File: config.mk
export PLATFORM = sky130hd
export DESIGN_NAME = mem_stage_flat
export DESIGN_NICKNAME = d
export VERILOG_FILES = /design/src/rtl/mem_stage_if.sv /design/src/rtl/mem_stage.sv /design/src/flat_wrapper.sv
export SDC_FILE = /design/constraint.sdc
export NUM_CORES = 1
export LEC_CHECK = 0
export BUFFER_PORTS_ARGS = -buffer_cell sky130_fd_sc_hd__buf_2
export CAP_MARGIN = 5
export CELL_PAD_IN_SITES_DETAIL_PLACEMENT = 2
export CELL_PAD_IN_SITES_GLOBAL_PLACEMENT = 2
export CORE_UTILIZATION = 27
export CTS_BUF_LIST = sky130_fd_sc_hd__clkbuf_8
export CTS_CLUSTER_DIAMETER = 80
export DETAILED_ROUTE_END_ITERATION = 8
export PLACE_DENSITY = 0.76
export SYNTH_ARGS = -nofsm -noshare
export SYNTH_HDL_FRONTEND = slang
export SYNTH_SLANG_ARGS = --single-unit
File: constraint.sdc
create_clock -name clk -period 1.55 [get_ports clk]
set_input_delay 0.155 -clock clk [delete_from_list [all_inputs] [get_ports clk]]
set_output_delay 0.155 -clock clk [all_outputs]
set_load 0.01 [all_outputs]
File: src/rtl/mem_stage_if.sv
// Memory-stage bus: one outstanding request held until a single-cycle ack strobe.
interface mem_stage_if;
    logic        bus_req;
    logic        bus_we;
    logic [15:0] bus_addr;
    logic [15:0] bus_wdata;
    logic        bus_ack;
    logic [15:0] bus_rdata;

    modport master (
        output bus_req, bus_we, bus_addr, bus_wdata,
        input  bus_ack, bus_rdata
    );

    modport slave (
        input  bus_req, bus_we, bus_addr, bus_wdata,
        output bus_ack, bus_rdata
    );
endinterface

File: src/rtl/mem_stage.sv
// Pipeline memory stage: passes ALU results through, or stalls upstream while a
// load/store runs on the bus with a bounded wait for the ack.
module mem_stage #(
    parameter int unsigned TIMEOUT = 255
) (
    input  logic        clk,
    input  logic        rst,
    input  logic        we_i,
    input  logic [3:0]  waddr_i,
    input  logic [15:0] wdata_i,
    input  logic [1:0]  memrw_i,
    input  logic [15:0] memaddr_i,
    input  logic [15:0] memdata_i,
    mem_stage_if.master bus,
    output logic        we_o,
    output logic [3:0]  waddr_o,
    output logic [15:0] wdata_o,
    output logic        stallreq,
    output logic        err_o
);

    localparam logic [7:0] TimeoutC = 8'(TIMEOUT);

    typedef enum logic [1:0] {StIdle, StBusy, StDone} state_e;

    state_e      state_q;
    logic [7:0]  cnt_q;
    logic [15:0] addr_q;
    logic [15:0] mdata_q;
    logic        is_wr_q;
    logic        lwe_q;
    logic [3:0]  lwaddr_q;
    logic [15:0] lwdata_q;

    logic mem_op;
    logic timeout_hit;

    always_comb begin
        mem_op        = (memrw_i == 2'b01) || (memrw_i == 2'b10);
        // This BUSY cycle is the TIMEOUT-th one without an ack.
        timeout_hit   = (cnt_q == TimeoutC - 8'd1);
        stallreq      = (state_q == StBusy) || ((state_q == StIdle) && mem_op);
        bus.bus_req   = (state_q == StBusy);
        bus.bus_we    = (state_q == StBusy) && is_wr_q;
        bus.bus_addr  = addr_q;
        bus.bus_wdata = mdata_q;
    end

    always_ff @(posedge clk or negedge rst) begin
        if (!rst) begin
            state_q  <= StIdle;
            cnt_q    <= 8'd0;
            addr_q   <= 16'd0;
            mdata_q  <= 16'd0;
            is_wr_q  <= 1'b0;
            lwe_q    <= 1'b0;
            lwaddr_q <= 4'd0;
            lwdata_q <= 16'd0;
            we_o     <= 1'b0;
            waddr_o  <= 4'd0;
            wdata_o  <= 16'd0;
            err_o    <= 1'b0;
        end else begin
            unique case (state_q)
                StIdle: begin
                    err_o <= 1'b0;
                    if (mem_op) begin
                        addr_q   <= memaddr_i;
                        mdata_q  <= memdata_i;
                        is_wr_q  <= (memrw_i == 2'b10);
                        lwe_q    <= we_i;
                        lwaddr_q <= waddr_i;
                        lwdata_q <= wdata_i;
                        cnt_q    <= 8'd0;
                        we_o     <= 1'b0;
                        state_q  <= StBusy;
                    end else begin
                        we_o    <= we_i;
                        waddr_o <= waddr_i;
                        wdata_o <= wdata_i;
                    end
                end
                StBusy: begin
                    // An ack on the final allowed cycle still wins over the timeout.
                    if (bus.bus_ack) begin
                        we_o    <= lwe_q;
                        waddr_o <= lwaddr_q;
                        wdata_o <= is_wr_q ? lwdata_q : bus.bus_rdata;
                        state_q <= StDone;
                    end else if (timeout_hit) begin
                        we_o    <= 1'b0;
                        err_o   <= 1'b1;
                        state_q <= StDone;
                    end else begin
                        cnt_q <= cnt_q + 8'd1;
                    end
                end
                StDone: begin
                    we_o    <= 1'b0;
                    err_o   <= 1'b0;
                    state_q <= StIdle;
                end
                default: begin
                    we_o    <= 1'b0;
                    err_o   <= 1'b0;
                    state_q <= StIdle;
                end
            endcase
        end
    end

endmodule

File: src/flat_wrapper.sv
// flat-port wrapper written by rule: the top's interface ports become plain ports
module mem_stage_flat 
#(
    parameter int unsigned TIMEOUT = 255
)
  (clk, rst, we_i, waddr_i, wdata_i, memrw_i, memaddr_i, memdata_i, we_o, waddr_o, wdata_o, stallreq, err_o, bus_bus_req, bus_bus_we, bus_bus_addr, bus_bus_wdata, bus_bus_ack, bus_bus_rdata);
  mem_stage_if bus_i ();
  input  logic clk;
  input  logic rst;
  input  logic we_i;
  input  logic [3:0] waddr_i;
  input  logic [15:0] wdata_i;
  input  logic [1:0] memrw_i;
  input  logic [15:0] memaddr_i;
  input  logic [15:0] memdata_i;
  output logic we_o;
  output logic [3:0] waddr_o;
  output logic [15:0] wdata_o;
  output logic stallreq;
  output logic err_o;
  output wire logic [$bits(bus_i.bus_req)-1:0] bus_bus_req;
  output wire logic [$bits(bus_i.bus_we)-1:0] bus_bus_we;
  output wire logic [$bits(bus_i.bus_addr)-1:0] bus_bus_addr;
  output wire logic [$bits(bus_i.bus_wdata)-1:0] bus_bus_wdata;
  input wire logic [$bits(bus_i.bus_ack)-1:0] bus_bus_ack;
  input wire logic [$bits(bus_i.bus_rdata)-1:0] bus_bus_rdata;
  assign bus_bus_req = bus_i.bus_req;
  assign bus_bus_we = bus_i.bus_we;
  assign bus_bus_addr = bus_i.bus_addr;
  assign bus_bus_wdata = bus_i.bus_wdata;
  assign bus_i.bus_ack = bus_bus_ack;
  assign bus_i.bus_rdata = bus_bus_rdata;
  mem_stage #(.TIMEOUT(TIMEOUT)) u_core (.clk(clk), .rst(rst), .we_i(we_i), .waddr_i(waddr_i), .wdata_i(wdata_i), .memrw_i(memrw_i), .memaddr_i(memaddr_i), .memdata_i(memdata_i), .bus(bus_i), .we_o(we_o), .waddr_o(waddr_o), .wdata_o(wdata_o), .stallreq(stallreq), .err_o(err_o));
endmodule
==> metrics list <==
* Vias: 3,699
- Yosys attributes the largest share of cell area to sky130_fd_sc_hd__dfrtp_1 (58%), sky130_fd_sc_hd__nand2_1 (19%), sky130_fd_sc_hd__mux2i_1 (5.6%).
* Yosys top cell area share: 57.5%
- Leakage component of the power: 2.94 nW
- The die covers 14,300 um^2.
- Pwr/cell area: 1800 nW/um^2
- The min-delay analysis places its worst path in the category input pin to register.
- Arrival time at the worst endpoint: 1.87 ns
- Sequential fraction of the synthesis area: 57.5%
* Net Count, Synth: 502
* Std-Cell Core Area: 13,400 um^2
- Root buffer cell: sky130_fd_sc_hd__clkbuf_8
* Number of synthesized register bits: 86
- Maximum number of pins on one net before global-route repair: 38
- Top Ports: 131
- Summed over all layers, the routed wires come to 13,300 um.
* Detailed Place HPWL: 8960 um
- From synthesis to final layout, the design area changed by 49.0%.
- Clock transition at the registers of the reported paths: 0.09 ns
- In this run, the number of DRC markers left after iteration 0 of detailed routing was 99.
* Final setup vio count: 2
* Clock buffer count from CTS: 9
- The initial antenna violation count is 0.
- In this run the core area contains 42 standard-cell rows.
* Worst Setup Slack, final: -0.0122 ns
- The hold violation count in the final report is 0.
* Die X-Extent: 120 um
* Proportion of register bits with asynchronous set or reset after synthesis: 100%
- Run status: finished with violations
* Vias in the first global route: 4,285
* Distinct cell type count after synthesis: 27
- Detail-routed net length per standard cell: 16.6 um
* CTS tree: built
- For this run, design rule violations remaining after detail routing come to 0.
- Die height: 120 um
- In the synthesized netlist the dominant register cell turns out to be sky130_fd_sc_hd__dfrtp_1.
* Violated checks: setup timing
- Static timing analysis puts the maximum clock frequency at 0.640 GHz.
- Cell type with the largest total area after synthesis: sky130_fd_sc_hd__dfrtp_1
* Worst endpoint required time: 1.85 ns
- Worst setup skew after layout: 0.00796 ns
- The initial utilization of the core area, before any placement, comes to 27.9%.
- Share of final-layout standard cells stronger than drive strength 1: 31.3%
- Synth cell count leaders: sky130_fd_sc_hd__nand2_1 (188), sky130_fd_sc_hd__dfrtp_1 (86), sky130_fd_sc_hd__o21ai_0 (24)
- Number of enable-type register cells in the synthesized netlist: 0
- Of all nets on the critical path, the largest fanout is 7.
- Summed over all layers, the global routing overflow is 0.
* Setup TNS Final: -0.0234 ns
- Number of buffers inserted by port buffering: 130
- Final weighted congestion in routability-driven placement: 0.749
* Post-detailed-route count of antenna-violating nets: 0
- CP endpoint kind: register
- Worst slew pin tran: 0.478 ns
- Latest clock arrival within the worst-skew pair: 0.37 ns
- Maximum clock path buffer count: 2
* Number of diodes: 0
- Counting every instance in the synthesized netlist gives 425.
* Number of nets in the layout: 696
* Setup slack on the worst flop-to-flop path: -0.01 ns
- Worst setup path category: register to register
- Of the available clock period, the critical path in the final layout requires 101%.
- The worst-case IR drop observed on VDD is 0.000503 V.
- Max transition margin: 68.1%
* Total standard cell area after synthesis: 3740 um^2
* Number of iterations in the first detailed-routing pass: 4
- The tree built by TritonCTS fans out to 86 sinks.
* Nature of the critical path startpoint: register
- The first global-routing pass estimated 22,100 um of wire.
* Core utilization of the finished layout: 41.6%
* Number of warnings issued by yosys: 0
* RSZ-0062 raised after global routing: true
- Across the run, the number of max-cap violations was 0.
* Syn avg cell area: 8.80 um^2
- Min cycle time layout: 1.56 ns
- Detailed-route vias per instance: 4.62
- Level count of the clock H-tree: 3
- Overall routing resource usage: 19.9%
* Count leader, synth: sky130_fd_sc_hd__nand2_1
- Count of final max-slew check failures: 0
==> through the flow <==
stage          instance area, um^2  hold slack, ns  std cells  power [mW]  setup slack (ns)
3_3_place_gp                  4770           0.142        732        7.74            -0.111
3_5_place_dp                  4770           0.154        732        8.02            -0.185
6_report                      5570         0.00563        800        10.0           -0.0122
2_1_floorplan                 3750          -0.141        425        6.05           0.00311
4_1_cts                       5540        0.000706        799        10.1           -0.0349
5_1_grt                       5570          0.0112        800        10.8            -0.107
==> report_power, final <==
group	total, mW	internal (mW)	switching, mW
registers	3.86	3.25	0.615
logic	4.68	2.09	2.59
clock network	1.50	0.658	0.839
==> registers in the layout, summed over array words and instances, names as in the netlist <==
register,count
u_core.bus.bus_addr,16
u_core.bus.bus_wdata,16
u_core.we_o,1
u_core.lwe_q,1
u_core.state_q,2
u_core.lwdata_q,16
u_core.err_o,1
u_core.lwaddr_q,4
u_core.waddr_o,4
u_core.is_wr_q,1
u_core.wdata_o,16
u_core.cnt_q,8
==> layer usage <==
layer / GRT usage (%) / vias to the layer above / share of wire [%]
li1: - / 1754 / -
met1: 23.1 / 1824 / 42
met2: 36.0 / 105 / 52
met3: 4.18 / 16 / 4.7
met4: 6.41 / 0 / 1.4
met5: 0 / - / 0
==> final cells by class <==
type	count	area [um^2]
multi-input combinational	309	1520
fill	1526	7830
clock inverter	5	26.3
inverter	5	31.3
tap	176	220
timing repair buffer	208	1470
clock buffer	11	151
sequential	86	2150
==> cells in the final DEF, fill, tap and decap left out, drive strengths merged <==
master	n
a211o	1
a211oi	1
a21oi	22
a31oi	4
and2	1
and3	1
and4	1
buf	165
bufbuf	1
clkbuf	11
clkinv	4
dfrtp	86
dlygate4sd3	42
ha	3
inv	6
mux2i	21
nand2	188
nand2b	1
nand3	12
nand4	1
nor2	20
nor3	1
o21a	1
o21ai	24
o21ba	1
o22ai	1
or2	1
or3	3
==> critical path, cell delays in order (launching register included) <==
cell and delay (ns):
sky130_fd_sc_hd__dfrtp_1 0.35, sky130_fd_sc_hd__inv_1 0.05, sky130_fd_sc_hd__ha_2 0.17, sky130_fd_sc_hd__and3_4 0.15, sky130_fd_sc_hd__a211o_4 0.36, sky130_fd_sc_hd__or3_1 0.35, sky130_fd_sc_hd__nand3_1 0.08
==> cells by family (layout without fill, tap and decap cells) <==
logic type	after synthesis	after routing	synth area share [%]
adder cells (fa/ha/maj)	3	3	1.00
multiplexers	21	21	5.62
AO/OA/AOI/OAI	55	55	7.89
AND/OR/NAND/NOR	230	230	24.4
flip-flops	86	86	57.5
buffers and inverters	30	229	3.58
==> worst paths after layout <==
path	to	depth (start not counted)	startpoint
setup / recovery	u_core.cnt_q[4]	6	u_core.cnt_q[0]
max in group asynchronous	u_core.lwdata_q[11]	3	rst
hold / removal	u_core.lwaddr_q[1]	3	waddr_i[1]
hold reg to reg	u_core.lwaddr_q[1]	2	u_core.lwaddr_q[1]
setup reg to reg	u_core.cnt_q[4]	6	u_core.cnt_q[0]
min in group asynchronous	u_core.state_q[1]	2	rst
==> timing repair <==
action                     in CTS  in global routing
hold buffers                   42                  0
setup endpoints to repair       7                 26
pin swaps                       2                  2
hold endpoints to repair       71                  0
buffers inserted                8                  1
gates cloned                    1                  0
resized for setup              16                 11
No activity file was read; power rests on OpenSTA's default activity.
